==> config.mk <==
export PLATFORM = sky130hd
export DESIGN_NAME = arbitro_ula
export DESIGN_NICKNAME = d
export VERILOG_FILES = /design/src/rtl/arbitro_ula.sv
export SDC_FILE = /design/constraint.sdc
export NUM_CORES = 1
export LEC_CHECK = 0
export ABC_AREA = 1
export ABC_CLOCK_PERIOD_IN_PS = 1400
export CORE_MARGIN = 2
export CORE_UTILIZATION = 39
export CTS_CLUSTER_SIZE = 28
export DETAILED_ROUTE_END_ITERATION = 7
export GPL_TIMING_DRIVEN = 0
export PLACE_DENSITY = 0.8
export SLEW_MARGIN = 20
export SYNTH_ARGS = -nofsm -noshare
export SYNTH_HDL_FRONTEND = slang
export SYNTH_SLANG_ARGS = --single-unit
==> constraint.sdc <==
create_clock -name clock -period 1.4 [get_ports clock]
set_clock_uncertainty 0.05 [all_clocks]
set_input_delay 0.21 -clock clock [delete_from_list [all_inputs] [get_ports clock]]
set_output_delay 0.21 -clock clock [all_outputs]
set_load 0.02 [all_outputs]
==> src/rtl/arbitro_ula.sv <==
// -----------------------------------------------------------------------------
// arbitro_ula
//
// Two-requester arbiter and sequencer for the shared 8-bit ALU of the 8-bit
// processor. Each requester presents an opcode and two operands; the arbiter
// grants the ALU to one requester at a time, drives the ALU inputs from
// registered copies of the winning request, captures the ALU result and zero
// flag, and returns a one-cycle acknowledge to the winner.
//
// FSM: IDLE -> EXEC -> RESP -> IDLE (one operation every three cycles at most).
//
// Configuration macro:
//   ARB_ROUND_ROBIN_EN  defined   : a tie goes to the requester that was not
//                                   granted last (round robin).
//                       undefined : fixed priority, requester 0 wins ties.
//
// Parameters:
//   LARGURA   data width of operands and result
//   LARG_OP   width of the ALU operation code (sinal_ula encoding)
//
// Ports:
//   clock          system clock, all state updates on the rising edge
//   reset          synchronous, active-high reset
//   req0 / req1    operation request from requester 0 / 1
//   op0 / op1      ALU opcode of requester 0 / 1
//   a0, b0         operands (entrada1, entrada2) of requester 0
//   a1, b1         operands (entrada1, entrada2) of requester 1
//   ack0 / ack1    one-cycle completion pulse to requester 0 / 1
//   resultado      registered ALU result of the last completed operation
//   zero_out       registered ALU zero flag of the last completed operation
//   ocupado        high whenever the FSM is not in IDLE
//   ula_entrada1   to ALU entrada1 (from latched operand a)
//   ula_entrada2   to ALU entrada2 (from latched operand b)
//   ula_sinal      to ALU sinal_ula (from latched opcode)
//   ula_saida      from ALU saida_ula (combinational)
//   ula_zero       from ALU zero flag
// -----------------------------------------------------------------------------
module arbitro_ula #(
  parameter int LARGURA = 8,
  parameter int LARG_OP = 3
) (
  input  logic               clock,
  input  logic               reset,

  input  logic               req0,
  input  logic [LARG_OP-1:0] op0,
  input  logic [LARGURA-1:0] a0,
  input  logic [LARGURA-1:0] b0,

  input  logic               req1,
  input  logic [LARG_OP-1:0] op1,
  input  logic [LARGURA-1:0] a1,
  input  logic [LARGURA-1:0] b1,

  output logic               ack0,
  output logic               ack1,
  output logic [LARGURA-1:0] resultado,
  output logic               zero_out,
  output logic               ocupado,

  output logic [LARGURA-1:0] ula_entrada1,
  output logic [LARGURA-1:0] ula_entrada2,
  output logic [LARG_OP-1:0] ula_sinal,
  input  logic [LARGURA-1:0] ula_saida,
  input  logic               ula_zero
);

  // ---------------------------------------------------------------------------
  // FSM encoding
  // ---------------------------------------------------------------------------
  localparam logic [1:0] IDLE = 2'd0;
  localparam logic [1:0] EXEC = 2'd1;
  localparam logic [1:0] RESP = 2'd2;

  logic [1:0]         estado;
  logic [1:0]         prox_estado;

  // Latched copy of the granted request; these feed the ALU directly so that
  // requester-side changes after the grant cannot disturb the operation.
  logic [LARG_OP-1:0] op_reg;
  logic [LARGURA-1:0] a_reg;
  logic [LARGURA-1:0] b_reg;

  // Index of the requester currently being served, and of the last one served.
  logic               vencedor;
  logic               ultimo;

  // Combinational arbitration result for the current IDLE cycle.
  logic               algum_req;
  logic               escolha;

  assign algum_req = req0 | req1;

  // ---------------------------------------------------------------------------
  // Arbitration
  // ---------------------------------------------------------------------------
  // NOTE: every signal assigned in always_comb gets a default at the top of
  // the block; a path that leaves it unassigned would infer a latch.
`ifdef ARB_ROUND_ROBIN_EN
  always_comb begin
    escolha = 1'b0;
    if (req0 && req1) begin
      // Tie: serve whoever was not served last.
      escolha = ~ultimo;
    end else begin
      // Single request (or none): req1 alone selects requester 1.
      escolha = req1;
    end
  end
`else
  always_comb begin
    escolha = 1'b0;
    // Fixed priority: requester 1 only wins when requester 0 is silent.
    escolha = ~req0;
  end

  // The last-granted index is still tracked in this build but plays no part
  // in the fixed-priority decision.
  logic unused_ultimo;
  assign unused_ultimo = ultimo;
`endif

  // ---------------------------------------------------------------------------
  // Next-state logic
  // ---------------------------------------------------------------------------
  always_comb begin
    prox_estado = IDLE;
    case (estado)
      IDLE:    prox_estado = algum_req ? EXEC : IDLE;
      EXEC:    prox_estado = RESP;
      RESP:    prox_estado = IDLE;
      default: prox_estado = IDLE;
    endcase
  end

  // ---------------------------------------------------------------------------
  // State, request latch, result capture and acknowledge
  // ---------------------------------------------------------------------------
  // NOTE: all sequential state uses non-blocking assignments so every register
  // samples the pre-edge values of the others, independent of statement order.
  always_ff @(posedge clock) begin
    if (reset) begin
      estado    <= IDLE;
      op_reg    <= '0;
      a_reg     <= '0;
      b_reg     <= '0;
      vencedor  <= 1'b0;
      // Start as if requester 1 was served last, so requester 0 wins the
      // first tie after reset.
      ultimo    <= 1'b1;
      resultado <= '0;
      zero_out  <= 1'b0;
      ack0      <= 1'b0;
      ack1      <= 1'b0;
      ocupado   <= 1'b0;
    end else begin
      estado  <= prox_estado;
      // Registered busy flag tracks the state being entered.
      ocupado <= (prox_estado != IDLE);

      // Acks are single-cycle pulses; only the EXEC branch raises one.
      ack0 <= 1'b0;
      ack1 <= 1'b0;

      case (estado)
        IDLE: begin
          if (algum_req) begin
            vencedor <= escolha;
            if (escolha) begin
              op_reg <= op1;
              a_reg  <= a1;
              b_reg  <= b1;
            end else begin
              op_reg <= op0;
              a_reg  <= a0;
              b_reg  <= b0;
            end
          end
        end

        EXEC: begin
          // The ALU has had the whole EXEC cycle to settle on the latched
          // inputs; capture it and raise the winner's ack for the RESP cycle.
          resultado <= ula_saida;
          zero_out  <= ula_zero;
          ack0      <= ~vencedor;
          ack1      <= vencedor;
        end

        RESP: begin
          ultimo <= vencedor;
        end

        default: begin
        end
      endcase
    end
  end

  // ALU inputs come straight from the latched request and therefore hold
  // their last value while the arbiter is idle.
  assign ula_entrada1 = a_reg;
  assign ula_entrada2 = b_reg;
  assign ula_sinal    = op_reg;

endmodule

==> metrics, run 1 <==
Top Family by Delay on Critical Path buffers and inverters; ANT nets after route 0; post-synthesis to final-layout area growth 60.07%; Worst setup SP type register; clock-pin slew on the worst setup and hold paths around 60 ps; HP Class reg -> reg; Synth area leader dfxtp_1; design area approximately 2400 um^2; Final Wtd Congestion 0.7145; n_diodes 0; Seq pwr share 44.1%; worst vdd ir between 0.0006 and 0.0007 V; Initial DRC Count between 50 and 60; final period utilization slightly below 90%; Slew headroom between 70% and 80%; drt wl/cell 10.27 um; Total GRT Usage between 10% and 20%; DR vias/cell 4.241; DRT Pass-1 Iters 4; CP Capture Type output pin; status completed; largest family of logic cells by synthesized area simple AND/OR/NAND/NOR gates; global route overflow 0; Die Height around 66 um; syn nets 294; fmax approximately 830 MHz; Psw between 700 and 800 uW; Max Slew Vio Count 0; die width around 66 um; Worst-Margin Slew between 400 and 500 ps; Crit path arrival time roughly 950 ps; mux cell area share after synthesis 0%; Cell Area, Synth between 1500 and 2000 um^2; htree depth 2; CP bufs+invs 1; Yosys reg bits 34; crit-path max cell delay around 350 ps; Post-DP Area approximately 2400 um^2; setup ws final approximately 190 ps; Starting Density ~40%; Post-DP HPWL between 2 and 3 mm; worst skew pair latency around 270 ps; Port Buffer Count between 80 and 90; # placed instances approximately 370; post-synthesis adder-cell area fraction 0%; largest net degree at the start of global routing 11; Mapped Cells ~240; I/O pin cnt 82; Crit Path Category reg -> out; combinational group share of total power 28.5%; Switching Fraction between 20% and 30%; RSZ-0062 raised after global routing false; placeable core area 3716 um^2; Synth cell types 13; fraction of layout cells with a size suffix above 1 between 6 and 7%; leakage 1.294 nW; row count 22; PwrDens 1032 nW/um^2; Worst Path Required ~1100 ps; number of global-route vias before repair 1481; drt total wl roughly 3.9 mm; post-layout min period around 1200 ps; critical-path maximum fanout 2; CTS root buffer clkbuf_8; DR vias roughly 1600; Post-Synth Simple-Gate Area 40.18%; power after layout 2.515 mW; warning count from the yosys run 0; initial antenna violation count 0; sequential area share after synthesis 44.70%; number of remaining DRC errors 0; pre-CTS WS -67.34 ps; internal power about 1.8 mW; Clock power frac between 20% and 30%; CTS tree done; Final nets between 300 and 400; clock sinks 34; MaxCap Viol Count 0; CP cell instances dlygate4sd2_1; Avg Inst Size Synth roughly 6.3 um^2; Slowest cell on crit path dlygate4sd2_1; ranking of synthesized cells by area dfxtp_1 45%, nand2_1 24%, nor2_1 15%; Synth top area share 44.70%; xor and xnor area share after synthesis 0%; final setup fails 0; Synth Area in Compound Gates ~3.6%; CTS Buffer Depth 2; CTS buffer count 5; first-pass GRT wire length just over 6 mm; Final Hold Vio Count 0; Non-Filler Instances between 300 and 400; die area 4420 um^2
==> per-stage QoR <==
step	hold slack, ps	setup TNS, ps	utilization [%]
5_1_grt	408.3	0	65.59
3_3_place_gp	362.3	-741.3	64.41
4_1_cts	367.5	0	65.59
3_5_place_dp	354.0	-972.2	64.41
2_1_floorplan	232.4	0	-
6_report	368.1	0	65.59
==> cells in the final DEF (no fill, tap or decap) <==
master,instances
dlygate4sd2_1,31
buf_2,5
clkbuf_1,2
nand2_1,99
o21ai_1,1
clkdlybuf4s50_1,50
dfxtp_1,34
a21oi_1,1
nor2_2,1
clkbuf_8,6
inv_2,4
inv_1,22
nand2_2,2
o21ai_0,9
buf_6,4
nor2_1,59
==> flip-flops by register name, summed over array words and instances, names as in the netlist, 2 cells and up <==
register and cells:
resultado 8, ula_entrada2 8, ula_sinal 3, ula_entrada1 8, estado 2
==> synth_stat cells <==
library cell	number
o21ai_0	9
nand2_1	99
dfxtp_1	34
nor2_2	1
nor2_1	59
buf_6	4
buf_2	5
inv_1	22
clkbuf_1	2
o21ai_1	1
a21oi_1	1
inv_2	4
nand2_2	2
==> repair_timing <==
action | 4_1_cts | 5_1_grt
hold buffers | 0 | 0
buffers inserted | 0 | 0
resized for setup | 31 | 0
setup endpoints to repair | 31 | 0
==> cell type report <==
class | instances | area [um^2]
fill | 349 | 1279
timing repair buffer | 81 | 772.0
sequential | 34 | 680.7
multi-input combinational | 172 | 666.9
inverter | 26 | 97.59
clock buffer | 6 | 82.58
buffer | 11 | 77.57
tap | 48 | 60.06
==> worst register-to-register path, cell delays in order (launching register included) <==
cell and delay (ps):
dfxtp_1 320, nor2_2 130, nand2_2 100, buf_2 200, nor2_1 110, nor2_1 50
==> per-layer routing <==
layer  global-route usage [%]  wire length [um]  up-vias
li1                         -                 -      879
met1                    20.65              1631      672
met2                    32.75              1947       48
met3                    6.081               270        4
met4                    4.592                32        0
met5                        0                 0        -
==> power groups by stage <==
| stage | clock [mW] | combinational (mW) | sequential, mW |
|---|---|---|---|
| floorplan | 0 | 0.291 | 1.25 |
| detailed placement | 0 | 0.784 | 1.14 |
| CTS | 0.713 | 0.726 | 1.11 |
| finish | 0.688 | 0.717 | 1.11 |
| global route | 0.761 | 0.798 | 1.12 |
| global placement | 0 | 0.775 | 1.13 |
==> logic make-up after synthesis <==
| logic type | Yosys count |
|---|---|
| buf+inv | 37 |
| compound gates | 11 |
| flops | 34 |
| simple gates | 161 |
==> worst paths after layout <==
path / from / endpoint / slack (ps) / cells past startpoint
worst max-delay path: ula_entrada1[6] / ula_entrada1[6] / 190 / 1
worst max register to register: estado[0] / ula_sinal[2] / 340 / 5
worst min register to register: vencedor / ack0 / 370 / 1
worst min-delay path: vencedor / ack0 / 370 / 1
No activity file was read; power rests on OpenSTA's default activity.
==> run 2: changes to the inputs <==
ABC_CLOCK_PERIOD_IN_PS = 1500   (was 1400)
CORE_UTILIZATION = 42   (was 39)
PLACE_DENSITY = 0.85   (was 0.8)
SKIP_LAST_GASP = 1   (was not set)
SLEW_MARGIN = 25   (was 20)
clock period = 1.5 ns   (was 1.4 ns; I/O delays follow)
==> run 2 against run 1 <==
Effect of this change:
- non-clock buffer count unchanged
- power decreased by 5.4%
- sequential share of layout area hardly changed
- wire length down 1.3%
- via count rose by 1.6%
- hold slack better by 23 ps
==> metrics, run 2 (synthesis results as in run 1) <==
commonest non-fill, non-tap cell in the layout nand2_1 (unchanged); Die Height 64.21 um (was 66.49 um); worst vdd ir 0.0007491 V (was 0.0006992 V); Starting Density 44.58% (was 40.98%); final period utilization 87.07%; largest net degree at the start of global routing 13 (was 11); DRT Pass-1 Iters 4 (unchanged); first-pass GRT wire length 6.527 mm (was 6.203 mm); Initial DRC Count 56 (was 58); fmax between 700 and 800 MHz; post-layout min period between 1000 and 1500 ps; Seq pwr share 43.4% (was 44.1%); global route overflow 0 (unchanged); die width 64.21 um (was 66.49 um); worst skew pair latency 340 ps (was 270 ps); Final Wtd Congestion 0.7263 (was 0.7145); CTS root buffer clkbuf_4 (was clkbuf_8); CP cell instances dlygate4sd2_1 (unchanged); Final Hold Vio Count 0 (unchanged); PwrDens 977.6 nW/um^2 (was 1032 nW/um^2); Hold Path Sink ack0 (unchanged); Port Buffer Count 81 (unchanged); Clock power frac 28.5% (was 27.4%); Crit path arrival time 1030 ps (was 950 ps); crit-path max cell delay 350 ps (about the same); number of global-route vias before repair 1526 (was 1481); die area 4123 um^2 (was 4420 um^2); # placed instances 370 (was 372); r2r worst-path depth 5 (unchanged); fraction of layout cells with a size suffix above 1 7.229% (was 6.667%); Worst-Margin Slew 426.2 ps (was 424.4 ps); CP bufs+invs 1 (unchanged); most frequent cells in the layout 99 x nand2_1, 59 x nor2_1, 50 x clkdlybuf4s50_1 (unchanged); Final nets 382 (unchanged); clock-pin slew on the worst setup and hold paths 110 ps (was 60 ps); placeable core area 3416 um^2 (was 3716 um^2); Post-DP HPWL 2.860 mm (was 2.959 mm); internal power 1.654 mW (was 1.778 mW); combinational group share of total power 28.2% (was 28.5%); status completed (unchanged); multi-input logic area 666.9 um^2 (unchanged); CTS buffer count 5 (unchanged); hold path depth 1 (unchanged); Max Slew Vio Count 0 (unchanged); drt total wl 3.830 mm (was 3.882 mm); Total GRT Usage 20.33% (was 18.26%); fill count 315 (was 349); R2R Path End ula_entrada2[1] (was ula_sinal[2]); I/O pin cnt 82 (unchanged); DR vias 1629 (was 1603); CTS Buffer Depth 2 (unchanged); Final Util 71.28% (was 65.59%); final setup fails 0 (unchanged); ANT nets after route 0 (unchanged); Slew headroom 71.58% (was 71.71%); HP Class reg -> reg (unchanged); Hold-fix buffers, CTS 0 (unchanged); r2r setup slk 380 ps (was 340 ps); reg-to-reg critical path startpoint estado[0] (unchanged); number of remaining DRC errors 0 (unchanged); Register Area 680.7 um^2 (unchanged); CP Capture Type output pin (unchanged); post-synthesis to final-layout area growth 59.90% (was 60.07%); initial antenna violation count 0 (unchanged); RSZ-0062 raised after global routing false (unchanged); power after layout 2.380 mW (was 2.515 mW); Switching Fraction 30.50% (was 29.30%); drt wl/cell 10.13 um (was 10.27 um); clock sinks 34 (unchanged); Non-Filler Instances 378 (unchanged); Psw 726.1 uW (was 737.0 uW); DR vias/cell 4.310 (was 4.241); Top Family by Delay on Critical Path flip-flops (was buffers and inverters); min-delay src vencedor (unchanged); Slowest cell on crit path dfxtp_1 (was dlygate4sd2_1); Worst Path Required 1220 ps (was 1140 ps); leakage 1.288 nW (was 1.294 nW); n_diodes 0 (unchanged); htree depth 2 (unchanged); row count 21 (was 22); critical-path maximum fanout 2 (unchanged); CTS tree done (unchanged); Crit Path Category reg -> out (unchanged); Worst setup SP type register (unchanged); MaxCap Viol Count 0 (unchanged)
## run 2: worst max-delay path by stage
stage | cells past startpoint | start | endpoint
finish | 1 | resultado[7] | resultado[7]
global route | 1 | ula_entrada2[6] | ula_entrada2[6]
CTS | 1 | resultado[3] | resultado[3]
detailed placement | 5 | reset | ocupado
global placement | 8 | req0 | ula_entrada2[1]
floorplan | 5 | estado[0] | ula_entrada1[0]
## run 2: metal layers
metal  global-route usage, %  routed length (um)  vias to the layer above
met5                       0                   0                        -
met4                   11.70                  86                        0
met3                   6.162                 308                        9
met2                   32.81                1753                       56
met1                   23.77                1682                      681
li1                        -                   -                      883
## run 2: power by group through the flow
stage	logic (mW)	clock network, mW	registers (mW)
final	0.670	0.678	1.03
after global routing	0.749	0.741	1.04
after CTS	0.679	0.694	1.03
after detailed placement	0.733	0	1.06
after global placement	0.723	0	1.05
after floorplan	0.271	0	1.16
## run 2: stage by stage
step | instance area [um^2] | hold slack, ps | setup TNS, ps | worst slack (ps)
final | 2435 | 391.1 | 0 | 193.9
after CTS | 2435 | 392.3 | 0 | 174.7
after floorplan | 1523 | 247.4 | 0 | 522.5
after global placement | 2391 | 361.7 | 0 | 22.42
after global routing | 2435 | 424.2 | 0 | 134.2
after detailed placement | 2391 | 360.3 | -8.261 | -8.261
## run 2: layout make-up
type / count / area share [%]
Multi-Input combinational cell: 172 / 27.39
Sequential cell: 34 / 27.95
Inverter: 26 / 4.008
Timing Repair Buffer: 81 / 31.71
Clock buffer: 5 / 1.542
Tap cell: 46 / 2.364
Buffer: 11 / 3.186
Clock inverter: 3 / 1.850
## run 2: repair_timing
action | in CTS | in global routing
endpoints found under the setup margin | 31 | 0
buffers inserted | 0 | 0
gates resized for setup | 31 | 0
